===== config.mk =====
export PLATFORM = sky130hd
export DESIGN_NAME = dda_ray_stepper
export DESIGN_NICKNAME = d
export VERILOG_FILES = /design/src/rtl/raycast_pkg.sv /design/src/rtl/dda_axis_step.sv /design/src/rtl/dda_ray_stepper.sv
export SDC_FILE = /design/constraint.sdc
export NUM_CORES = 1
export LEC_CHECK = 0
export CAP_MARGIN = 20
export CORE_UTILIZATION = 25
export CTS_CLUSTER_DIAMETER = 50
export DETAILED_ROUTE_END_ITERATION = 16
export RECOVER_POWER = 100
export SYNTH_ARGS = -nofsm -noshare
export SYNTH_HDL_FRONTEND = slang
export SYNTH_SLANG_ARGS = --single-unit
export TNS_END_PERCENT = 5

===== constraint.sdc =====
create_clock -name pixel_clk_in -period 7.5 [get_ports pixel_clk_in]
set_clock_uncertainty 0.15 [all_clocks]
set_input_delay 1.5 -clock pixel_clk_in [delete_from_list [all_inputs] [get_ports pixel_clk_in]]
set_output_delay 1.5 -clock pixel_clk_in [all_outputs]
set_load 0.03 [all_outputs]

===== src/rtl/raycast_pkg.sv =====
// Shared raycaster types and constants: Q8.8 widths, map geometry, wall encoding
// and the DDA stepper state encoding.
package raycast_pkg;

    localparam int Q_W       = 16;
    localparam int FRAC_BITS = 8;
    localparam int COORD_W   = Q_W - FRAC_BITS;

    localparam int MAP_SIZE = 24;
    localparam int MAP_AW   = $clog2(MAP_SIZE * MAP_SIZE);
    localparam logic [COORD_W-1:0] MAP_MAX = COORD_W'(MAP_SIZE - 1);

    localparam int WALL_W = 4;
    localparam logic [WALL_W-1:0] OOB_TYPE = 4'hF;

    localparam int SCREEN_W = 320;
    localparam int HCOUNT_W = 9;

    typedef enum logic [2:0] {
        IDLE,
        STEP,
        FETCH,
        WAIT,
        CHECK,
        DONE
    } dda_state_e;

endpackage


===== src/rtl/dda_axis_step.sv =====
// One DDA axis: holds the running side distance, its per-cell delta and the
// pre-step value, advancing with a saturating Q8.8 add.
module dda_axis_step
    import raycast_pkg::*;
(
    input  logic           clk_in,
    input  logic           rst_in,
    input  logic           load_in,
    input  logic           advance_in,
    input  logic [Q_W-1:0] side_init_in,
    input  logic [Q_W-1:0] delta_init_in,
    output logic [Q_W-1:0] side_dist_out,
    output logic [Q_W-1:0] prev_out
);

    logic [Q_W-1:0] side_q, side_d;
    logic [Q_W-1:0] delta_q, delta_d;
    logic [Q_W-1:0] prev_q, prev_d;
    logic [Q_W:0]   sum;

    assign sum = {1'b0, side_q} + {1'b0, delta_q};

    always_comb begin
        side_d  = side_q;
        delta_d = delta_q;
        prev_d  = prev_q;
        if (load_in) begin
            side_d  = side_init_in;
            delta_d = delta_init_in;
            prev_d  = '0;
        end else if (advance_in) begin
            // prev keeps the exact pre-step distance even once the running value pins at max
            prev_d = side_q;
            side_d = sum[Q_W] ? {Q_W{1'b1}} : sum[Q_W-1:0];
        end
    end

    always_ff @(posedge clk_in or posedge rst_in) begin
        if (rst_in) begin
            side_q  <= '0;
            delta_q <= '0;
            prev_q  <= '0;
        end else begin
            side_q  <= side_d;
            delta_q <= delta_d;
            prev_q  <= prev_d;
        end
    end

    assign side_dist_out = side_q;
    assign prev_out      = prev_q;

endmodule


===== src/rtl/dda_ray_stepper.sv =====
// DDA grid walker: takes one ray, walks the map BRAM until wall/edge/step limit,
// then offers the column hit. Optional DDA_STEP_COUNT_EN exports the step count.
module dda_ray_stepper
    import raycast_pkg::*;
#(
    parameter int MAP_LATENCY = 2,
    parameter int MAX_STEPS   = 64
) (
    input  logic                pixel_clk_in,
    input  logic                rst_in,
    input  logic                valid_ray_in,
    output logic                dda_data_ready_out,
    input  logic [Q_W-1:0]      posX,
    input  logic [Q_W-1:0]      posY,
    input  logic                stepX,
    input  logic                stepY,
    input  logic [Q_W-1:0]      sideDistX,
    input  logic [Q_W-1:0]      sideDistY,
    input  logic [Q_W-1:0]      deltaDistX,
    input  logic [Q_W-1:0]      deltaDistY,
    input  logic [HCOUNT_W-1:0] hcount_in,
    output logic [MAP_AW-1:0]   map_addr_out,
    output logic                map_rd_out,
    input  logic [WALL_W-1:0]   map_data_in,
    output logic                valid_hit_out,
    input  logic                hit_ready_in,
    output logic [HCOUNT_W-1:0] hcount_out,
    output logic [Q_W-1:0]      dist_out,
    output logic                side_out,
    output logic [WALL_W-1:0]   wall_type_out,
    output logic                timeout_out
`ifdef DDA_STEP_COUNT_EN
    ,
    output logic [$clog2(MAX_STEPS+1)-1:0] step_count_out
`endif
);

    localparam int STEP_W = $clog2(MAX_STEPS + 1);
    localparam int WAIT_W = (MAP_LATENCY > 1) ? $clog2(MAP_LATENCY) : 1;

    dda_state_e state_q, state_d;

    logic                ready_q, ready_d;
    logic [COORD_W-1:0]  map_x_q, map_x_d;
    logic [COORD_W-1:0]  map_y_q, map_y_d;
    logic                step_x_q, step_x_d;
    logic                step_y_q, step_y_d;
    logic [HCOUNT_W-1:0] hcount_q, hcount_d;
    logic [STEP_W-1:0]   steps_q, steps_d;
    logic [WAIT_W-1:0]   wait_q, wait_d;
    logic                side_q, side_d;
    logic [WALL_W-1:0]   wall_q, wall_d;
    logic                timeout_q, timeout_d;
    logic [MAP_AW-1:0]   addr_q, addr_d;
    logic                rd_q, rd_d;

    logic           load;
    logic           adv_x;
    logic           adv_y;
    logic [Q_W-1:0] side_dist_x;
    logic [Q_W-1:0] side_dist_y;
    logic [Q_W-1:0] prev_x;
    logic [Q_W-1:0] prev_y;
    logic           oob_x;
    logic           oob_y;

    logic unused_pos_frac;
    assign unused_pos_frac = ^{posX[FRAC_BITS-1:0], posY[FRAC_BITS-1:0]};

    dda_axis_step u_axis_x (
        .clk_in        (pixel_clk_in),
        .rst_in        (rst_in),
        .load_in       (load),
        .advance_in    (adv_x),
        .side_init_in  (sideDistX),
        .delta_init_in (deltaDistX),
        .side_dist_out (side_dist_x),
        .prev_out      (prev_x)
    );

    dda_axis_step u_axis_y (
        .clk_in        (pixel_clk_in),
        .rst_in        (rst_in),
        .load_in       (load),
        .advance_in    (adv_y),
        .side_init_in  (sideDistY),
        .delta_init_in (deltaDistY),
        .side_dist_out (side_dist_y),
        .prev_out      (prev_y)
    );

    assign oob_x = step_x_q ? (map_x_q == MAP_MAX) : (map_x_q == '0);
    assign oob_y = step_y_q ? (map_y_q == MAP_MAX) : (map_y_q == '0);

    always_comb begin
        state_d   = state_q;
        map_x_d   = map_x_q;
        map_y_d   = map_y_q;
        step_x_d  = step_x_q;
        step_y_d  = step_y_q;
        hcount_d  = hcount_q;
        steps_d   = steps_q;
        wait_d    = wait_q;
        side_d    = side_q;
        wall_d    = wall_q;
        timeout_d = timeout_q;
        addr_d    = addr_q;
        rd_d      = 1'b0;
        load      = 1'b0;
        adv_x     = 1'b0;
        adv_y     = 1'b0;

        unique case (state_q)
            IDLE: begin
                if (valid_ray_in && ready_q) begin
                    load      = 1'b1;
                    map_x_d   = posX[Q_W-1:FRAC_BITS];
                    map_y_d   = posY[Q_W-1:FRAC_BITS];
                    step_x_d  = stepX;
                    step_y_d  = stepY;
                    hcount_d  = hcount_in;
                    steps_d   = '0;
                    side_d    = 1'b0;
                    wall_d    = '0;
                    timeout_d = 1'b0;
                    state_d   = STEP;
                end
            end
            STEP: begin
                steps_d = steps_q + STEP_W'(1);
                // ties deliberately fall through to the Y axis
                if (side_dist_x < side_dist_y) begin
                    adv_x  = 1'b1;
                    side_d = 1'b0;
                    if (oob_x) begin
                        wall_d  = OOB_TYPE;
                        state_d = DONE;
                    end else begin
                        map_x_d = step_x_q ? map_x_q + COORD_W'(1) : map_x_q - COORD_W'(1);
                        state_d = FETCH;
                    end
                end else begin
                    adv_y  = 1'b1;
                    side_d = 1'b1;
                    if (oob_y) begin
                        wall_d  = OOB_TYPE;
                        state_d = DONE;
                    end else begin
                        map_y_d = step_y_q ? map_y_q + COORD_W'(1) : map_y_q - COORD_W'(1);
                        state_d = FETCH;
                    end
                end
            end
            FETCH: begin
                wait_d  = '0;
                state_d = (MAP_LATENCY > 1) ? WAIT : CHECK;
            end
            WAIT: begin
                if (wait_q == WAIT_W'(MAP_LATENCY - 2)) begin
                    state_d = CHECK;
                end else begin
                    wait_d = wait_q + WAIT_W'(1);
                end
            end
            CHECK: begin
                if (map_data_in != '0) begin
                    wall_d  = map_data_in;
                    state_d = DONE;
                end else if (steps_q == STEP_W'(MAX_STEPS)) begin
                    timeout_d = 1'b1;
                    wall_d    = '0;
                    state_d   = DONE;
                end else begin
                    state_d = STEP;
                end
            end
            DONE: begin
                if (hit_ready_in) begin
                    state_d = IDLE;
                end
            end
            default: begin
                state_d = IDLE;
            end
        endcase

        // read strobe and address are registered so they line up with FETCH
        if (state_d == FETCH) begin
            rd_d   = 1'b1;
            addr_d = MAP_AW'(32'(map_y_d) * MAP_SIZE + 32'(map_x_d));
        end
    end

    assign ready_d = (state_d == IDLE);

    always_ff @(posedge pixel_clk_in or posedge rst_in) begin
        if (rst_in) begin
            state_q   <= IDLE;
            ready_q   <= 1'b0;
            map_x_q   <= '0;
            map_y_q   <= '0;
            step_x_q  <= 1'b0;
            step_y_q  <= 1'b0;
            hcount_q  <= '0;
            steps_q   <= '0;
            wait_q    <= '0;
            side_q    <= 1'b0;
            wall_q    <= '0;
            timeout_q <= 1'b0;
            addr_q    <= '0;
            rd_q      <= 1'b0;
        end else begin
            state_q   <= state_d;
            ready_q   <= ready_d;
            map_x_q   <= map_x_d;
            map_y_q   <= map_y_d;
            step_x_q  <= step_x_d;
            step_y_q  <= step_y_d;
            hcount_q  <= hcount_d;
            steps_q   <= steps_d;
            wait_q    <= wait_d;
            side_q    <= side_d;
            wall_q    <= wall_d;
            timeout_q <= timeout_d;
            addr_q    <= addr_d;
            rd_q      <= rd_d;
        end
    end

    assign dda_data_ready_out = ready_q;
    assign valid_hit_out      = (state_q == DONE);
    assign map_addr_out       = addr_q;
    assign map_rd_out         = rd_q;
    assign hcount_out         = hcount_q;
    assign side_out           = side_q;
    assign dist_out           = side_q ? prev_y : prev_x;
    assign wall_type_out      = wall_q;
    assign timeout_out        = timeout_q;
`ifdef DDA_STEP_COUNT_EN
    assign step_count_out     = steps_q;
`endif

endmodule


==> out/qor.tcl <==
set qor(die_width_um) 197
set qor(clock-sinks) 151
set qor(synth-edff-count) 0
set qor(rr_worst_depth) 19
set qor(drc) 0
set qor(reg2reg_to) {map_addr_out[9]}
set qor(row_count) 71
set qor(clkTransAtPathRegs_ns) 0.06
set qor(postLayoutCellArea_um2) 12000
set qor(timing.fmax_ghz) 0.160
set qor(grt_max_degree) 86
set qor(finalWorstPathRequiredPeriod_ns) 6.27
set qor(worstHoldStart) {hcount_out[2]}
set qor(post-cts-setup-buffer-count) 0
set qor(synthToLayoutAreaGrowth_pct) 25.8
set qor(post-place-ws_ns) 1.52
set qor(cell_breakdown_of_the_critical_path) {dlygate4sd3_1 -> nand2_1 -> or3_1 -> o22ai_1 -> a21oi_1 -> ha_1 -> fa_1 -> ha_1 -> nor2b_1 -> o21ai_0 -> a21boi_0 -> o21ai_0 -> xnor2_1 -> and3_1 -> o211a_1 -> a211o_1}
set qor(antenna_left) 0
set qor(port_buffers) 142
set qor(fin_crit_sh) 0.835
set qor(cts-root-to-sink-buffers) 2
set qor(combPwrFrac) 0.641
set qor(start_util) 0.253
set qor(clock_latency_ns) 0.44
set qor(fin_util) 0.319
set qor(cts_tree) {done}
set qor(grt_pass1_wl_um) 43800
set qor(syn-mean-instance-area_um2) 8.71
set qor(drt_pre_antenna_iters) 5
set qor(drtIter0Drc) 545
set qor(worst_pin_slew_ns) 3.96
set qor(critical_path.n_buffers_inverters) 1
set qor(ys_seq_area_frac) 0.397
set qor(track_usage) 0.144
set qor(yosys.cell_count.top_type) {sky130_fd_sc_hd__nand2_1}
set qor(fp.coreArea_um2) 37600
set qor(overflow) 0
set qor(maxSlewViolCount) 105
set qor(seqPwrFrac) 0.231
set qor(yosys.area.top_type) {sky130_fd_sc_hd__dfrtp_1}
set qor(cts_buffers) 17
set qor(finalWirelength_um) 27800
set qor(cp.required_ns) 7.66
set qor(design.final.nets) 1405
set qor(crit_path_max_incr_delay_ns) 1.11
set qor(ys_async_sr_fraction) 1.00
set qor(grt_antenna_before_repair) 2
set qor(timing.reg2reg.setup_slack_ns) 1.52
set qor(hpwl_detailed_um) 20100
set qor(clock_tree.htree_level_count) 4
set qor(synth_top_cell_area_share) 0.397
set qor(ys_dominant_reg_cell) {sky130_fd_sc_hd__dfrtp_1}
set qor(number_of_max_capacitance_violations_reported) 2
set qor(holdPathStages) 2
set qor(irDropWorstVdd_mv) 0.194
set qor(power_per_cell_area_nw_per_um2) 553
set qor(worstPathArrival_ns) 6.43
set qor(fill_cells) 3964
set qor(synth.ff_latch_count) 151
set qor(place.detailed.instances) 1705
set qor(crit_family) {simple AND/OR/NAND/NOR gates}
set qor(report.final.setup_viol) 0
set qor(drt-wirelength-per-cell_um) 16.0
set qor(power.internal_mw) 3.42
set qor(violations) {capacitance limit, slew limit}
set qor(drive_gt1_frac) 0.0628
set qor(setup_slack_ns) 1.23
set qor(outcome) {finished with violations}
set qor(power.net_switching_mw) 3.21
set qor(holdPathEnd) {hcount_out[2]}
set qor(synthTopCellsByArea) {sky130_fd_sc_hd__dfrtp_1, sky130_fd_sc_hd__ha_1, sky130_fd_sc_hd__nand2_1}
set qor(path_class) {in2reg}
set qor(cpMaxStageDelayCell) {sky130_fd_sc_hd__or3_1}
set qor(worstReg2RegStart) {u_axis_x.side_dist_out[14]}
set qor(startpoint_type) {primary input}
set qor(drt-vias-per-instance) 4.79
set qor(synth-warning-count) 0
set qor(mappedNetlistNets) 1284
set qor(first_global_vias) 7965
set qor(finalHoldViolCount) 0
set qor(cell_count_after_synthesis) 1092
set qor(swShare) 0.484
set qor(syn_area_um2) 9510
set qor(finalNonFillerCells) 1738
set qor(cts_root_buf) {sky130_fd_sc_hd__clkbuf_16}
set qor(cts.repair.resized) 0
set qor(detailed_place.area_um2) 11500
set qor(p_clk_frac) 0.128
set qor(die_area_um2) 38800
set qor(final.setup.tns_ns) 0
set qor(critical_path.endpoint_type) {flip-flop}
set qor(ioPinCount) 159
set qor(cts.hold.buffers_added) 0
set qor(routed-via-count) 8325
set qor(crit_path_max_fanout) 34
set qor(relSlewSlack) -1.66
set qor(die-height_um) 197
set qor(leakagePower_nw) 5.39
set qor(min_path_type) {reg2reg}
set qor(synth_common_cells) {sky130_fd_sc_hd__nand2_1, sky130_fd_sc_hd__dfrtp_1, sky130_fd_sc_hd__o21ai_0}
set qor(rsz_0062_raised_after_global_routing) {no}
set qor(gp_routability_congestion) 0.878
set qor(yosys.cell_types.count) 74
## per-layer routing
layer / vias to the layer above / global-route usage / share of wire
met2: 178 / 0.222 / 0.46
met3: 33 / 0.0244 / 0.037
li1: 4123 / - / -
met1: 3991 / 0.199 / 0.48
met4: 0 / 0.0543 / 0.023
met5: - / 0 / 0
## cells in the final DEF, fill, tap and decap left out, types with 31 or more instances in the layout
master,synthesis,routed
sky130_fd_sc_hd__a21oi_1,62,64
sky130_fd_sc_hd__dlygate4sd3_1,0,46
sky130_fd_sc_hd__clkdlybuf4s50_1,0,96
sky130_fd_sc_hd__ha_1,71,71
sky130_fd_sc_hd__nor3_1,32,31
sky130_fd_sc_hd__o21ai_0,117,121
sky130_fd_sc_hd__nand2_1,233,233
sky130_fd_sc_hd__dfrtp_1,151,151
sky130_fd_sc_hd__inv_1,47,47
sky130_fd_sc_hd__nand3_1,48,49
## registers in the layout (all words and copies together), names as in the netlist, 3 cells and up
signal	flops
steps_q	7
u_axis_y.side_dist_out	16
u_axis_x.delta_q	16
u_axis_x.side_dist_out	16
map_addr_out	10
u_axis_x.prev_out	16
u_axis_y.prev_out	16
map_y_q	8
hcount_out	9
wall_type_out	4
u_axis_y.delta_q	16
map_x_q	8
state_q	3
## area by class of cell
class	count	area (um2)	area share
Antenna cell	1	2.50	0.000209
Clock buffer	20	467	0.0390
Clock inverter	12	105	0.00878
Inverter	48	181	0.0152
Multi-Input combinational cell	843	5310	0.443
Sequential cell	151	3780	0.316
Tap cell	511	639	0.0534
Timing Repair Buffer	152	1490	0.124
## worst max path at each step
| stage | startpoint | endpoint | slack [ns] | cells after the start |
|---|---|---|---|---|
| 4_1_cts | u_axis_x.side_dist_out[14] | map_addr_out[9] | 1.93 | 19 |
| 2_1_floorplan | rst_in | dda_data_ready_out | 1.79 | 1 |
| 5_1_grt | valid_ray_in | map_addr_out[9] | 0.85 | 16 |
| 3_5_place_dp | valid_ray_in | map_addr_out[9] | 1.52 | 16 |
| 3_3_place_gp | valid_ray_in | map_addr_out[9] | 1.60 | 16 |
| 6_report | valid_ray_in | map_addr_out[9] | 1.23 | 16 |
## kinds of logic (layout without fill, tap and decap cells)
family                   after synthesis  after routing  share of synthesized area
adder cells (fa/ha/maj)               77             77                      0.106
buffers and inverters                 98            232                     0.0417
other                                  0              1                          0
AND/OR/NAND/NOR                      405            405                      0.192
AO/OA/AOI/OAI                        303            303                      0.204
XOR/XNOR                              32             32                     0.0295
multiplexers                          26             26                     0.0300
flip-flops                           151            151                      0.397
## tightest hold or removal path, delay by kind of cell, from the launching register on
kind / cells / cell delay (ns)
flip-flops: 1 / 0.34
AND/OR/NAND/NOR: 2 / 0.10
## power groups by stage
stage               Combinational, mW  Clock, mW  Sequential [mW]
floorplan                        3.18          0             1.53
global placement                 4.23          0             1.53
detailed placement               4.31          0             1.55
CTS                              4.34      0.869             1.53
global route                     4.78      0.902             1.58
finish                           4.25      0.847             1.53
## stage by stage
step	hold slack [ns]	power, mW
after global routing	0.354	7.26
final	0.319	6.62
after detailed placement	0.315	5.86
after CTS	0.332	6.74
after floorplan	0.299	4.72
after global placement	0.308	5.76
Note: power is estimated with default switching activity, not from simulation.
